**config.mk**
```make
export PLATFORM = sky130hd
export DESIGN_NAME = can_bit_sampler_flat
export DESIGN_NICKNAME = d
export VERILOG_FILES = /design/src/rtl/can_bit_sampler_pkg.sv /design/src/rtl/can_bit_sampler_if.sv /design/src/rtl/can_rx_sync.sv /design/src/rtl/can_bit_sampler.sv /design/src/flat_wrapper.sv
export SDC_FILE = /design/constraint.sdc
export NUM_CORES = 1
export LEC_CHECK = 0
export ABC_AREA = 1
export BUFFER_PORTS_ARGS = -buffer_cell sky130_fd_sc_hd__buf_2
export CAP_MARGIN = 20
export CORE_AREA = 2 2 50 52
export DETAILED_ROUTE_END_ITERATION = 6
export DIE_AREA = 0 0 52 54
export PLACE_DENSITY = 0.67
export SYNTH_ARGS = -nofsm -noshare
export SYNTH_HDL_FRONTEND = slang
export SYNTH_HIERARCHICAL = 1
export SYNTH_SLANG_ARGS = --single-unit
```
**constraint.sdc**
```tcl
create_clock -name i_Clock -period 2 [get_ports i_Clock]
set_input_delay 0.1 -clock i_Clock [delete_from_list [all_inputs] [get_ports i_Clock]]
set_output_delay 0.1 -clock i_Clock [all_outputs]
set_load 0.02 [all_outputs]
```
**src/rtl/can_bit_sampler_pkg.sv**
```systemverilog
`default_nettype none
// ============================================================================
// Package     : can_pkg
// Description : Shared types and constants for the CAN receive bit-timing
//               path (sampler state encoding, bus level names, idle length).
// Revision    : 1.0 - initial release
// ============================================================================
package can_pkg;

    // Sampler operating state.
    typedef enum logic [1:0] {
        WAIT_IDLE = 2'd0,   // hunting for a long recessive run
        IDLE      = 2'd1,   // bus idle, waiting for SOF
        RUN       = 2'd2    // inside a frame, strobing bits
    } can_state_t;

    localparam logic CAN_RECESSIVE = 1'b1;
    localparam logic CAN_DOMINANT  = 1'b0;

    // Consecutive recessive bits that declare the bus idle.
    localparam int CAN_IDLE_BITS = 11;

endpackage
`default_nettype wire

```
**src/rtl/can_bit_sampler_if.sv**
```systemverilog
`default_nettype none
// ============================================================================
// Interface   : can_bit_sampler_if
// Description : Line and bit-stream signals of the CAN bit sampler.
//               slave  : sampler side (takes RX/enable, drives bit stream)
//               master : consumer/driver side
//   i_Rx_Serial  raw asynchronous RX line (1 = recessive)
//   i_Enable     sampler enable
//   o_Bit        last sampled bit
//   o_Bit_Valid  1-cycle strobe, o_Bit is new
//   o_Bus_Idle   high while the bus is idle
//   o_Hard_Sync  1-cycle strobe on the SOF edge
// Revision    : 1.0 - initial release
// ============================================================================
interface can_bit_sampler_if;
    logic i_Rx_Serial;
    logic i_Enable;
    logic o_Bit;
    logic o_Bit_Valid;
    logic o_Bus_Idle;
    logic o_Hard_Sync;

    modport slave (
        input  i_Rx_Serial,
        input  i_Enable,
        output o_Bit,
        output o_Bit_Valid,
        output o_Bus_Idle,
        output o_Hard_Sync
    );

    modport master (
        output i_Rx_Serial,
        output i_Enable,
        input  o_Bit,
        input  o_Bit_Valid,
        input  o_Bus_Idle,
        input  o_Hard_Sync
    );
endinterface
`default_nettype wire

```
**src/rtl/can_rx_sync.sv**
```systemverilog
`default_nettype none
// ============================================================================
// Module      : can_rx_sync
// Description : Two-flop synchroniser for the raw CAN RX line plus a
//               previous-value flop for recessive-to-dominant edge detect.
//   i_Clock      system clock
//   i_Rst_n      synchronous reset, active-low (all flops to recessive)
//   i_Rx_Serial  raw asynchronous RX line
//   o_Rx_Sync    synchronised RX level (2 cycles behind the pin)
//   o_Fall       1-cycle pulse while prev is recessive and sync is dominant
// Revision    : 1.0 - initial release
// ============================================================================
module can_rx_sync
    import can_pkg::*;
(
    input  wire logic i_Clock,
    input  wire logic i_Rst_n,
    input  wire logic i_Rx_Serial,
    output logic      o_Rx_Sync,
    output logic      o_Fall
);

    logic r_meta;
    logic r_sync;
    logic r_prev;

    always_ff @(posedge i_Clock) begin
        if (!i_Rst_n) begin
            r_meta <= CAN_RECESSIVE;
            r_sync <= CAN_RECESSIVE;
            r_prev <= CAN_RECESSIVE;
        end else begin
            r_meta <= i_Rx_Serial;
            r_sync <= r_meta;
            r_prev <= r_sync;
        end
    end

    assign o_Rx_Sync = r_sync;
    assign o_Fall    = (r_prev == CAN_RECESSIVE) && (r_sync == CAN_DOMINANT);

endmodule
`default_nettype wire

```
**src/rtl/can_bit_sampler.sv**
```systemverilog
`default_nettype none
// ============================================================================
// Module      : can_bit_sampler
// Description : CAN receive bit timing. Synchronises RX, detects bus idle,
//               hard-syncs on SOF, resyncs (SJW-limited) on recessive-to-
//               dominant edges and strobes one sampled bit per bit time.
//   i_Clock  system clock
//   i_Rst_n  synchronous reset, active-low
//   bus      can_bit_sampler_if.slave (RX, enable, bit stream, status)
// Revision    : 1.0 - initial release
// ============================================================================
module can_bit_sampler
    import can_pkg::*;
#(
    parameter int CLKS_PER_BIT = 10,
    parameter int SAMPLE_POINT = 7,
    parameter int SJW          = 1,
    parameter int IDLE_BITS    = CAN_IDLE_BITS
) (
    input  wire logic        i_Clock,
    input  wire logic        i_Rst_n,
    can_bit_sampler_if.slave bus
);

    localparam int CNT_W = $clog2(CLKS_PER_BIT);
    localparam int RUN_W = $clog2(IDLE_BITS + 1);

    localparam logic [CNT_W-1:0] c_CNT_LAST   = CNT_W'(CLKS_PER_BIT - 1);
    localparam logic [CNT_W-1:0] c_CNT_SAMPLE = CNT_W'(SAMPLE_POINT);
    localparam logic [CNT_W-1:0] c_SJW        = CNT_W'(SJW);
    localparam logic [CNT_W-1:0] c_SHORT_MIN  = CNT_W'(CLKS_PER_BIT - SJW);
    // The cycle in which a sync edge is seen is tq 0 of the new bit, so the
    // counter carries on from 1 afterwards.
    localparam logic [CNT_W-1:0] c_CNT_AFTER_SYNC = CNT_W'(1);
    localparam logic [RUN_W-1:0] c_RUN_IDLE   = RUN_W'(IDLE_BITS);

    logic             w_rx;
    logic             w_fall;
    logic [CNT_W-1:0] w_cnt_inc;
    logic             w_sample;
    logic [RUN_W-1:0] w_run_next;
    logic             w_resync;

    can_state_t       r_state;
    logic [CNT_W-1:0] r_cnt;
    logic [RUN_W-1:0] r_run;
    logic             r_bit;
    logic             r_bit_valid;
    logic             r_bus_idle;
    logic             r_hard_sync;

    can_rx_sync u_rx_sync (
        .i_Clock     (i_Clock),
        .i_Rst_n     (i_Rst_n),
        .i_Rx_Serial (bus.i_Rx_Serial),
        .o_Rx_Sync   (w_rx),
        .o_Fall      (w_fall)
    );

    always_comb begin
        w_cnt_inc = (r_cnt == c_CNT_LAST) ? '0 : r_cnt + 1'b1;
        w_sample  = (r_cnt == c_CNT_SAMPLE);
        // Saturating recessive-run count, cleared by any dominant sample.
        if (w_rx == CAN_RECESSIVE) begin
            w_run_next = (r_run == c_RUN_IDLE) ? r_run : r_run + 1'b1;
        end else begin
            w_run_next = '0;
        end
        // Edge at tq 0 needs no correction; edges in the phase-error window
        // on either side of the nominal edge restart the bit.
        w_resync = w_fall && (r_cnt != '0) &&
                   ((r_cnt <= c_SJW) || (r_cnt >= c_SHORT_MIN));
    end

    always_ff @(posedge i_Clock) begin
        if (!i_Rst_n) begin
            r_state     <= WAIT_IDLE;
            r_cnt       <= '0;
            r_run       <= '0;
            r_bit       <= CAN_RECESSIVE;
            r_bit_valid <= 1'b0;
            r_bus_idle  <= 1'b0;
            r_hard_sync <= 1'b0;
        end else begin
            r_bit_valid <= 1'b0;
            r_hard_sync <= 1'b0;
            if (!bus.i_Enable) begin
                r_state    <= WAIT_IDLE;
                r_cnt      <= '0;
                r_run      <= '0;
                r_bus_idle <= 1'b0;
            end else begin
                case (r_state)
                    WAIT_IDLE: begin
                        r_cnt <= w_cnt_inc;
                        if (w_sample) begin
                            r_run <= w_run_next;
                            if (w_run_next == c_RUN_IDLE) begin
                                r_state    <= IDLE;
                                r_cnt      <= '0;
                                r_bus_idle <= 1'b1;
                            end
                        end
                    end
                    IDLE: begin
                        r_cnt <= '0;
                        if (w_fall) begin
                            r_state     <= RUN;
                            r_cnt       <= c_CNT_AFTER_SYNC;
                            r_run       <= '0;
                            r_hard_sync <= 1'b1;
                            r_bus_idle  <= 1'b0;
                        end
                    end
                    RUN: begin
                        r_cnt <= w_resync ? c_CNT_AFTER_SYNC : w_cnt_inc;
                        // The sample point lies outside both resync windows,
                        // so a sample and a resync never coincide.
                        if (w_sample) begin
                            r_bit       <= w_rx;
                            r_bit_valid <= 1'b1;
                            r_run       <= w_run_next;
                            if (w_run_next == c_RUN_IDLE) begin
                                r_state    <= IDLE;
                                r_cnt      <= '0;
                                r_bus_idle <= 1'b1;
                            end
                        end
                    end
                    default: begin
                        r_state <= WAIT_IDLE;
                        r_cnt   <= '0;
                    end
                endcase
            end
        end
    end

    assign bus.o_Bit       = r_bit;
    assign bus.o_Bit_Valid = r_bit_valid;
    assign bus.o_Bus_Idle  = r_bus_idle;
    assign bus.o_Hard_Sync = r_hard_sync;

endmodule
`default_nettype wire
```
**src/flat_wrapper.sv**
```systemverilog
// flat-port wrapper written by rule: the top's interface ports become plain ports
module can_bit_sampler_flat import can_pkg::*;
#(
    parameter int CLKS_PER_BIT = 10,
    parameter int SAMPLE_POINT = 7,
    parameter int SJW          = 1,
    parameter int IDLE_BITS    = CAN_IDLE_BITS
)
  (i_Clock, i_Rst_n, bus_i_Rx_Serial, bus_i_Enable, bus_o_Bit, bus_o_Bit_Valid, bus_o_Bus_Idle, bus_o_Hard_Sync);
  can_bit_sampler_if bus_i ();
  input  wire logic i_Clock;
  input  wire logic i_Rst_n;
  input wire logic [$bits(bus_i.i_Rx_Serial)-1:0] bus_i_Rx_Serial;
  input wire logic [$bits(bus_i.i_Enable)-1:0] bus_i_Enable;
  output wire logic [$bits(bus_i.o_Bit)-1:0] bus_o_Bit;
  output wire logic [$bits(bus_i.o_Bit_Valid)-1:0] bus_o_Bit_Valid;
  output wire logic [$bits(bus_i.o_Bus_Idle)-1:0] bus_o_Bus_Idle;
  output wire logic [$bits(bus_i.o_Hard_Sync)-1:0] bus_o_Hard_Sync;
  assign bus_i.i_Rx_Serial = bus_i_Rx_Serial;
  assign bus_i.i_Enable = bus_i_Enable;
  assign bus_o_Bit = bus_i.o_Bit;
  assign bus_o_Bit_Valid = bus_i.o_Bit_Valid;
  assign bus_o_Bus_Idle = bus_i.o_Bus_Idle;
  assign bus_o_Hard_Sync = bus_i.o_Hard_Sync;
  can_bit_sampler #(.CLKS_PER_BIT(CLKS_PER_BIT), .SAMPLE_POINT(SAMPLE_POINT), .SJW(SJW), .IDLE_BITS(IDLE_BITS)) u_core (.i_Clock(i_Clock), .i_Rst_n(i_Rst_n), .bus(bus_i));
endmodule
```
[After elaboration in Yosys (flattened, before gate mapping)]
Index checks and enable logic that the tools add are counted.
Storage, ports and cells
  register bits: 17
  bits of input ports: 4
  output and inout bits: 4
  logic and storage cells: 62
Cells by class
  add/subtract/negate cells: 2
  $lt $le $gt $ge: 2
  eq/ne operators: 9
  mux-type cells: 23
  bitwise operators: 1
  reductions and logical operators: 15
Operator list (number)
  $mux 4: 10
  $reduce_and 3->1: 5
  $eq 4x4->1 const B: 3
  $pmux 4 s3: 1
  $add 4x1->4 const B: 2
  $pmux 4 s2: 1
  $mux 1: 6
  $mux 2: 3
  $ne 2x1->1 const B: 3
  $eq 4x3->1 const B: 1
  $ge 4x4->1 const B: 1
  $le 4x1->1 const B: 1
  $pmux 2 s2: 1
  $reduce_and 4->1: 1
  $reduce_bool 4->1: 1
  $logic_and 1x1->1: 3
  $eq 2x1->1 const B: 1
  $eq 2x2->1 const B: 1
  $logic_not 2->1: 1
  $pmux 1 s2: 1
  $reduce_and 2->1: 1
  $reduce_bool 2->1: 1
  $reduce_or 2->1: 1
  $logic_or 1x1->1: 1
  $not 1->1: 1

[Logic depth before layout (Yosys ltp)]
  depth after elaboration: 8
  gate-level depth with buffers: 10

[Modules after synthesis]
The synthesis kept the hierarchy.
By module, submodules not included
  can_bit_sampler: instances 1, cells each 110, area an instance 774.5 sq um
  can_rx_sync: instances 1, cells each 11, area an instance 90.1 sq um

[Least setup slack after synthesis]
No wires, ideal clock.
  path type: reg2reg
  start: register u_core.r_run[0]
  end: register u_core.r_cnt[3]
  arrival time: 1.193 ns
  required time: 1.882 ns
  path slack: 0.689 ns
  stages on the path, launching flop included: 9
  path buffers: 0
  period minus slack after synthesis: 1.311 ns
  path through: dfxtp_1 > ha_1 > nand3_2 > nand2_1 > nand3_1 > nor2_1 > nand2_2 > nand2_1 > nor2_1
On the way
  longest elaborated chain between the ends: 7
Ends and longest elaborated chain
  from (decl): line can_bit_sampler.sv:46  | logic [RUN_W-1:0] r_run;
  from (signal assigned): line can_bit_sampler.sv:97  | r_run <= w_run_next;
  from (signal assigned): line can_bit_sampler.sv:122  | r_run <= w_run_next;
  $add 4x1->4 / $eq 4x4->1 (equally long branches): line can_bit_sampler.sv:65  | w_run_next = (r_run == c_RUN_IDLE) ? r_run : r_run + 1'b1;
  $mux 4 *: line can_bit_sampler.sv:65
  $mux 4 *: line can_bit_sampler.sv:64  | if (w_rx == CAN_RECESSIVE) begin
  $eq 4x4->1 *: line can_bit_sampler.sv:98, can_bit_sampler.sv:123
  $mux 4, on equally long branches: line can_bit_sampler.sv:123, can_bit_sampler.sv:98
  $mux 4, on equally long branches: line can_bit_sampler.sv:119, can_bit_sampler.sv:96
  $pmux 4 s3 *: line can_bit_sampler.sv:93  | case (r_state)
  to (signal assigned): line can_bit_sampler.sv:95  | r_cnt <= w_cnt_inc;
  to (signal assigned): line can_bit_sampler.sv:109  | r_cnt <= c_CNT_AFTER_SYNC;
  to (signal assigned): line can_bit_sampler.sv:116  | r_cnt <= w_resync ? c_CNT_AFTER_SYNC : w_cnt_inc;
  to (decl): line can_bit_sampler.sv:45  | logic [CNT_W-1:0] r_cnt;
Every way passes the cells marked *; elsewhere a longest branch is shown, timed or not.
A chain may end at the register's enable or synchronous reset.

[Worst setup path after layout]
Ends and elaborated chain as after synthesis.

==> results.md <==
* I/O pins at 8
* # fillers at 230
* Fin. Hold Viols at 0
* WP data required at 2.18 ns
* Worst VDD drop at 0.401 mV
* Post-Route Utilization at 0.414
* Type of the tightest min-delay check: primary input to register
* Clock buffer depth at 2
* Cell area after placement at 923 um2
* Flops & latches, synth at 17
* Max-slew headroom at 0.777
* Post-cts sizing count at 0
* Fmax achieved at 680 MHz
* TritonCTS clock tree: done
* Vias per Instance at 4.88
* Grt total ovfl at 0
* Total setup buffers inserted after CTS at 0
* Crit end category: register
* Final number of max-transition violations at 0
* Cts bufs inserted at 3
* Number of remaining DRC errors at 0
* Top cell type by total area after synthesis: dfxtp_1
* Row cnt at 18
* Crit path time final at 1.47 ns
* Worst setup SP type: register
* Initial DRT Pass Iterations at 4
* Register area share after synthesis at 0.394
* Crit path DAT at 1.65 ns
* Most frequent cell after synthesis: nand2_1
* Post-Route WL at 1690 um
* Finished Cell Area at 961 um2
* Max H-tree Level at 1
* CP max FO at 6
* Post-synth ARST share at 0
* Clock-pin transition on the worst setup and hold timing paths at 0.10 ns
* Die width at about 52 um
* Wirelength per Cell at 10.4 um
* Area of the multi-input gates at 432 um2
* Dpl cells at 157
* Synth top area share at 0.394
* Synthesized Nets at 126
* Post-Syn Instances at 121
* First-pass GRT wire length at 2750 um
* N_diodes at 0
* Largest net degree at the start of global routing at 12
* Syn avg cell area at 7.15 um2
* Power per cell area at 573 nW/um2
* Reg area at 340 um2
* Dpl hpwl at 1240 um
* Ranking of synthesized cells by area: dfxtp_1 (39%), nand2_1 (13%), inv_1 (9.1%)
* Endpoints failing setup at 0
* Initial antenna violation count at 0
* GRT Overall Usage at 0.131
* Via count at 790
* Post-synth top cells: nand2_1 (29), inv_1 (21), dfxtp_1 (17)
* Clk sink count at 17
* Die Footprint at 2810 um2
* Die Height at 54 um
* Vias in the first global route at 705
* Number of port buffers at 7
* Clock latency on the worst-skew pair at 0.28 ns
* Crit share post-route at 0.736
* Post-synthesis to final-layout area growth at 11.1%
* Status: complete, no violations
* Post-Syn Area at approximately 860 um2
* Fin cells at around 160
* EDFF count, synth at 0
* Yosys cell types at 22
* Worst Skew at around 0.0046 ns
* Core area at ~2300 um2
* Worst setup path class: register to register
* Leak Pwr at 0.000416 uW
* DR iter-0 viols at 19
* Final TNS setup at 0 ns
* Clk root buf: clkbuf_4
* Layout cells sized above 1 at 0.144
* Detail Route Antenna Nets at 0
* Worst-Margin Slew at about 0.33 ns
* Nets@finish at 138
* Post-synth top flop: dfxtp_1
* Maxcap violations at 0
* Synth warnings at 6
* RSZ-0062 raised after global routing: no
* GP Congestion at 0.867
* Initial core utilization at 0.373
## final cells by class
class                   instances  share of cell area
well taps                      30              0.0391
multi-input cells              82               0.449
clock buffers                   3              0.0234
inverters                      21              0.0820
clock inverters                 1             0.00521
repair buffers                  8              0.0469
flip-flops and latches         17               0.354
## state kept, by name, summed over array words and instances, names as in the netlist
name / flops
u_core/bus.o_Bit_Valid: 1
u_core/r_state: 2
u_core/bus.o_Bit: 1
u_core/u_rx_sync/o_Rx_Sync: 1
u_core/bus.o_Bus_Idle: 1
u_core/u_rx_sync/r_meta: 1
u_core/r_cnt: 4
u_core/bus.o_Hard_Sync: 1
u_core/r_run: 4
u_core/u_rx_sync/r_prev: 1
## report_power, final
part | switching [uW] | internal (uW) | total [uW]
clock | 103 | 74.3 | 177
sequential | 6.10 | 343 | 349
combinational | 14.8 | 9.67 | 24.5
total | 124 | 427 | 550
## final timing paths
path                                         startpoint                         end  slack, ns  cells after the start
worst min register to register  u_core/u_rx_sync/r_meta  u_core/u_rx_sync/o_Rx_Sync       0.41                      2
worst max-delay path                    u_core/r_run[0]             u_core/r_cnt[3]       0.53                      8
worst max register to register          u_core/r_run[0]             u_core/r_cnt[3]       0.53                      8
worst min-delay path                            i_Rst_n     u_core/u_rx_sync/r_meta       0.02                      2
## logic make-up (layout without fill, tap and decap cells)
group,Yosys count,in the layout,synth area share
AO/OA/AOI/OAI,10,10,0.0753
adder cells (fa/ha/maj),1,1,0.0145
buffers and inverters,22,33,0.107
flip-flops,17,17,0.394
AND/OR/NAND/NOR,71,71,0.410
## per-stage QoR
stage	setup slack (ns)	hold slack [ns]	total power, uW
after floorplan	0.689	0.169	372
after global placement	0.601	0.279	379
after global routing	0.397	0.0124	582
final	0.528	0.0239	550
after CTS	0.549	0.0192	558
after detailed placement	0.562	0.274	379
## layout by cell type, fill, tap and decap left out, types with 2 or more instances in the layout
master	instances
a21oi_1	4
buf_2	7
clkbuf_4	3
dfxtp_1	17
inv_1	21
nand2_1	29
nand3_1	12
nand4_1	9
nor2_1	13
o211ai_1	2
## per-layer routing
metal	global-route usage	share of wire	wire length, um	vias to the layer above
met3	0.0167	0.016	27	2
met2	0.241	0.50	844	11
met5	0	0	0	-
met4	0.0746	0.0077	13	0
met1	0.145	0.48	801	356
li1	-	-	-	421
## critical path: stages, from the launching register on
cell and delay [ns]:
dfxtp_1 0.43, ha_1 0.27, nand3_2 0.12, nand2_1 0.10
nand3_1 0.08, nor2_1 0.14, nand2_2 0.10, nand2_1 0.09
nor2_1 0.04
## repair_timing
item | 4_1_cts | 5_1_grt
endpoints found under the hold margin | 1 | 0
setup endpoints to repair | 0 | 0
hold buffers | 1 | 0
(Power assumes the default switching activity.)
